[src/rtl/fetch_stage.sv]
`default_nettype none
// ============================================================================
// Module   : fetch_stage
// Brief    : Instruction fetch PC register and IF/ID pipeline register with
//            stall, flush and redirect control. Defining FETCH_PERF_CNT_EN
//            adds the FetchCount / StallCount performance counters.
// Revision : 1.0 - initial release
// ============================================================================
module fetch_stage #(
    parameter logic [31:0] RESET_PC = 32'h0000_0000
) (
    input  logic        clk,
    input  logic        reset_n,
    input  logic        StallF,
    input  logic        StallD,
    input  logic        FlushD,
    input  logic        PCSrcE,
    input  logic [31:0] PCTargetE,
    output logic [31:0] ImemAddr,
    input  logic [31:0] ImemRd,
    output logic [31:0] PCF,
    output logic [31:0] InstrD,
    output logic [31:0] PCD,
    output logic [31:0] PCPlus4D,
    output logic        ValidD
`ifdef FETCH_PERF_CNT_EN
    ,
    output logic [31:0] FetchCount,
    output logic [31:0] StallCount
`endif
);

    localparam logic [31:0] c_PC_STEP = 32'd4;

    logic [31:0] r_pcf;
    logic [31:0] r_instr_d;
    logic [31:0] r_pc_d;
    logic [31:0] r_pc_plus4_d;
    logic        r_valid_d;

    logic [31:0] w_pc_plus4_f;
    logic [31:0] w_target;
    logic        w_pc_hold;
    logic        w_unused_target_lsbs;

    assign w_pc_plus4_f = r_pcf + c_PC_STEP;
    // Targets are word aligned; the low address bits are discarded.
    assign w_target             = {PCTargetE[31:2], 2'b00};
    assign w_unused_target_lsbs = &{1'b0, PCTargetE[1:0]};
    assign w_pc_hold            = StallF && !PCSrcE;

    always_ff @(posedge clk) begin
        if (!reset_n) begin
            r_pcf <= RESET_PC;
        end else if (PCSrcE) begin
            r_pcf <= w_target;
        end else if (!StallF) begin
            r_pcf <= w_pc_plus4_f;
        end
    end

    // A flush loads the all-zero bubble even while decode is stalled.
    always_ff @(posedge clk) begin
        if (!reset_n || FlushD) begin
            r_instr_d    <= 32'h0000_0000;
            r_pc_d       <= 32'h0000_0000;
            r_pc_plus4_d <= 32'h0000_0000;
            r_valid_d    <= 1'b0;
        end else if (!StallD) begin
            r_instr_d    <= ImemRd;
            r_pc_d       <= r_pcf;
            r_pc_plus4_d <= w_pc_plus4_f;
            r_valid_d    <= 1'b1;
        end
    end

    assign ImemAddr = r_pcf;
    assign PCF      = r_pcf;
    assign InstrD   = r_instr_d;
    assign PCD      = r_pc_d;
    assign PCPlus4D = r_pc_plus4_d;
    assign ValidD   = r_valid_d;

`ifdef FETCH_PERF_CNT_EN
    logic [31:0] r_fetch_count;
    logic [31:0] r_stall_count;

    always_ff @(posedge clk) begin
        if (!reset_n) begin
            r_fetch_count <= 32'h0000_0000;
            r_stall_count <= 32'h0000_0000;
        end else if (w_pc_hold) begin
            r_stall_count <= r_stall_count + 32'd1;
        end else begin
            r_fetch_count <= r_fetch_count + 32'd1;
        end
    end

    assign FetchCount = r_fetch_count;
    assign StallCount = r_stall_count;
`else
    logic w_unused_hold;
    assign w_unused_hold = w_pc_hold;
`endif

endmodule
`default_nettype wire

[config.mk]
export PLATFORM = sky130hd
export DESIGN_NAME = fetch_stage
export DESIGN_NICKNAME = d
export VERILOG_FILES = /design/src/rtl/fetch_stage.sv
export SDC_FILE = /design/constraint.sdc
export NUM_CORES = 1
export LEC_CHECK = 0
export BUFFER_PORTS_ARGS = -buffer_cell sky130_fd_sc_hd__buf_4
export CORE_MARGIN = 1
export CORE_UTILIZATION = 35
export CTS_BUF_LIST = sky130_fd_sc_hd__clkbuf_4 sky130_fd_sc_hd__clkbuf_8 sky130_fd_sc_hd__clkbuf_16
export DETAILED_ROUTE_END_ITERATION = 12
export GPL_ROUTABILITY_DRIVEN = 1
export HOLD_SLACK_MARGIN = 0.03
export PLACE_DENSITY = 0.61
export SLEW_MARGIN = 5
export SYNTH_ARGS = -nofsm -noshare
export SYNTH_HDL_FRONTEND = slang
export SYNTH_SLANG_ARGS = --single-unit
[constraint.sdc]
create_clock -name clk -period 2.45 [get_ports clk]
set_clock_uncertainty 0.05 [all_clocks]
set_input_delay 0.49 -clock clk [delete_from_list [all_inputs] [get_ports clk]]
set_output_delay 0.49 -clock clk [all_outputs]
set_load 0.01 [all_outputs]
Word-level counts from Yosys, hierarchy flattened:

Index checks and enable logic that the tools add are counted.

* multiplexer cells: 2
* add/sub/neg operators: 1
* reduce and logical (&&, ||, !) cells: 3
* eq/ne operators: 1
* bitwise operators: 1

Operators with widths (number)
* $mux 32: 2
* $add 32x3->32 const B: 1
* $ne 2x1->1 const B: 1
* $reduce_or 2->1: 1
* $logic_not 1->1: 1
* $logic_or 1x1->1: 1
* $not 1->1: 1

* bits of input ports: 70
* bits in registers: 129

Longest topological paths before layout:

* word-level depth: 3
* depth in mapped cells: 7
* gate-level depth less buffers: 5

Worst setup path before layout:

OpenSTA, ideal clock, no wires.

* kind: reg2reg
* from: register r_pcf[10] (netlist: ImemAddr[10])
* to: register r_pc_plus4_d[25] (netlist: PCPlus4D[25])
* setup slack: 0.333 ns
* cell stages (with the launch flop): 7
* setup time: 0.074 ns
* data required time: 2.326 ns
* buffers on the path: 2
* arrival: 1.993 ns
* path through: dfxtp_1 buf_2 nand3_2 or4_1 buf_2 or4_1 a31oi_1

* word-level cells in the longest chain between the ends: 1

RTL lines
* from (decl): line 35 `logic [31:0] r_pcf;`
* from (signal assigned): line 56 `r_pcf <= w_target;`
* from (signal assigned): line 58 `r_pcf <= w_pc_plus4_f;`
* $add 32x3->32: line 46 `assign w_pc_plus4_f = r_pcf + c_PC_STEP;`
* to (signal assigned): line 72 `r_pc_plus4_d <= w_pc_plus4_f;`
* to (decl): line 38 `logic [31:0] r_pc_plus4_d;`

No other way between the ends.
A chain may end at the register's enable or synchronous reset.

Worst setup path after layout:

* from: register r_pcf[12] (netlist: ImemAddr[12])
* to: register r_pc_plus4_d[29] (netlist: PCPlus4D[29])

The elaborated chain is that of the path after synthesis.

==> results summary <==
The run finished with clean final reports. After floorplanning, the core was divided into 46 placement rows. The mean post-synth cell area is 8.84 um^2. The number of antenna violations at the first check in global routing came out at 0. The worst-path cell with the longest stage delay is sky130_fd_sc_hd__or3_1.

The clock tree from TritonCTS is done. Counting the buffers created by CTS gives 17. The global-route wire length before repair came out at 28,100 um. The core region is 0.0159 mm^2. For this design the static power due to leakage is 3.55 nW. The max-capacitance violation count is 0. The power share of the sequential group came out at 0.391. Compared with the post-synthesis result, the final layout area differs by 41.9%. Once the clock tree was built, the resizer swapped 0 gates to a different size. The final weighted congestion of routability-driven global placement is 0.824. The die footprint is 0.0168 mm^2. For the worst-skew pair, the clock arrives at the later sink with an insertion delay of 0.42 ns.

The category of the critical setup timing path is flop to flop. The leftover overflow at the end of global routing came out at 0. The peak fanout along the critical path is 20. Once placement completed, the tool counted placed cells totaling 1,037. By area the synthesized netlist is led by sky130_fd_sc_hd__dfxtp_1 43%, sky130_fd_sc_hd__mux2i_1 11%, sky130_fd_sc_hd__nor2_1 5.5%.

The number of pins with negative max-slew slack in the final report came out at 0. The number of optimization iterations in the first detailed-route pass is 5. The fraction of layout instances using a drive strength above 1 came out at 0.349.

STA classifies the critical path endpoint as a flop. The proportion of synthesized chip area in sequential cells is 0.431. The count of inserted antenna diode cells came out at 0. The final sum of negative setup slack came out at 0 ns. The first-iteration detailed-routing DRC count came out at 332. Together, buffers and inverters on the worst path number 0.

The share of total power dissipated in combinational logic is 0.134. The number of synthesis warnings is 0. The worst vdd rail ir drop is 0.411 mV. Synthesis handed over a netlist of 646 instances.

The internal power is 4.17 mW. The setup violation total in the final timing report came out at 0. The total power divided by cell area is 682 mW/mm^2.

The all-layer global routing usage is 0.219. The total number of H-tree levels is 4. The total wirelength of the detailed-routed design is 18,100 um. The number of buffers inserted by post-CTS setup repair came out at 0. Of the post-synthesis cell area, the dominant cell type holds 0.431. The die width is 130 um. For the pin with the worst max-slew slack, the measured transition is 0.674 ns. The kind of cell with the highest combined delay along the critical path is simple AND/OR/NAND/NOR gates. The critical path's largest stage delay is 0.70 ns.

For this configuration, the core starts out at a cell density of 0.360. The number of hold violations in the final report came to 0. The net switching power of the design is 1.36 mW. 231 I/O pins were placed. The critical path goes through nand3_2, or3_1, o41a_1, o311a_1. The most instantiated flip-flop cell in the synthesis netlist is sky130_fd_sc_hd__dfxtp_1. The synthesized design spends more area on one cell type than any other, namely sky130_fd_sc_hd__dfxtp_1. The clock net in this run drives a total of 123 sinks. The ratio of routed vias to standard cells is 5.22. The DRC violations left came out at 0. After detailed routing, the average wire length per cell comes to 17.0 um.

Derived from the worst setup path, the maximum achievable clock frequency is 465 MHz. Setup repair after global routing left no endpoint under its margin. After layout, the minimum clock period comes to 2.15 ns.

For this design, the CTS-stage hold fixing added 0 buffers. The min-delay analysis places its worst path in the category input port to flop. Clock-pin slew was measured on the worst setup and hold paths at 0.05 ns. The maximum clock path buffer count is 2. The largest net degree at the start of global routing is 46. The clock network fraction of design power came out at 0.476. The final net count came out at 911. The async set-or-reset flop fraction in the synthesized netlist is 0. The final HPWL from detailed placement is 13,000 um. Synthesis inferred 123 register bits. The count of flip-flops with a built-in enable after synthesis came out at 0. STA classifies the critical path startpoint as a flop. The detail route stage leaves a number of antenna-violating nets equal to 0.

Headroom to the max-slew limit came out at 0.551. The switching power as a share of total power came out at 0.246. The portion of the clock cycle consumed by the worst path in the final layout is 0.878.

The total number of vias came out at 5,575. At the worst endpoint, the required time is 2.70 ns. The die boundary height is 130 um. The arrival time at the worst endpoint is 2.40 ns.

The via count of the first global-routing pass is 5,397. The count of buffers inserted at the top-level ports is 220. CTS placed an instance of sky130_fd_sc_hd__clkbuf_16 at the clock tree root. The number of distinct standard cells referenced by the synthesized netlist came out at 47.

The finished layout holds 1,069 standard cells, fillers aside. The post-synthesis instance area is 0.00571 mm^2.
-- synth_stat cells (all sizes together), types with 5 or more instances --
master / instances
nor3: 16
a21oi: 24
o311a: 6
nand2b: 8
or4: 13
clkbuf: 36
nand2: 18
buf: 56
nor4: 7
nand3: 12
o31ai: 14
mux2i: 62
o21ai: 48
or3: 7
xnor2: 16
a211oi: 5
nand4: 10
inv: 7
and4: 8
nor2: 84
dfxtp: 123
a31oi: 23
-- power by group through the flow --
stage          logic [mW]  registers (mW)  clock network (mW)
3_5_place_dp        0.744            2.20                   0
2_1_floorplan       0.370            2.23                   0
3_3_place_gp        0.732            2.20                   0
6_report            0.740            2.16                2.63
4_1_cts             0.747            2.16                2.68
5_1_grt             0.804            2.17                2.77
-- per-stage QoR --
step / setup WS (ns) / power [mW] / util / instance area (um^2) / hold WS, ns
after floorplan: 0.333 / 2.60 / - / 5740 / 0.436
after global placement: 0.363 / 2.93 / 0.471 / 7480 / 0.399
after detailed placement: 0.304 / 2.95 / 0.471 / 7480 / 0.415
after CTS: 0.291 / 5.58 / 0.510 / 8110 / 0.231
after global routing: 0.152 / 5.74 / 0.510 / 8110 / 0.233
final: 0.299 / 5.53 / 0.510 / 8110 / 0.249
-- cell families after synthesis --
family,synth area share
AOI/OAI and AO/OA,0.154
xor gates and xnor gates,0.0291
adders and majority gates,0.00219
buffers and inverters,0.0940
DFF,0.431
muxes,0.109
other,0.000656
and+or+nand+nor,0.180
-- layout make-up --
cell class              count  area [um^2]
flip-flops and latches    123         2460
clock inverters            10          139
multi-input cells         430         2740
well taps                 216          270
inverters                   8         30.0
clock buffers              22          488
fillers                  1490         7780
repair buffers            260         1980
-- path summary, 6_finish.rpt --
check / startpoint / end / slack [ns] / cells past startpoint
min: PCTargetE[3] / ImemAddr[3] / 0.25 / 2
min reg2reg: ValidD / ValidD / 0.42 / 1
max reg2reg: ImemAddr[12] / PCPlus4D[29] / 0.30 / 4
max: ImemAddr[12] / PCPlus4D[29] / 0.30 / 4
-- layout by cell type (no fill, tap or decap), drive strengths merged, types with 10 or more instances in the layout --
master	synthesis	layout
buf	56	260
dfxtp	123	123
nor2	84	84
mux2i	62	62
o21ai	48	48
a21oi	24	24
a31oi	23	23
clkbuf	36	22
nand2	18	18
nor3	16	16
xnor2	16	16
o31ai	14	14
or4	13	13
nand3	12	12
nand4	10	10
-- registers in the layout (all words and copies together) (netlist names) --
name / count
ValidD: 1
InstrD: 32
PCPlus4D: 30
ImemAddr: 30
PCD: 30
-- per-layer routing --
layer | track usage | vias to the layer above | wire length (um)
li1 | - | 2664 | -
met1 | 0.259 | 2606 | 7380
met2 | 0.366 | 282 | 8690
met3 | 0.0672 | 23 | 1730
met4 | 0.101 | 0 | 332
met5 | 0 | - | 0
No activity file was read; power rests on OpenSTA's default activity.
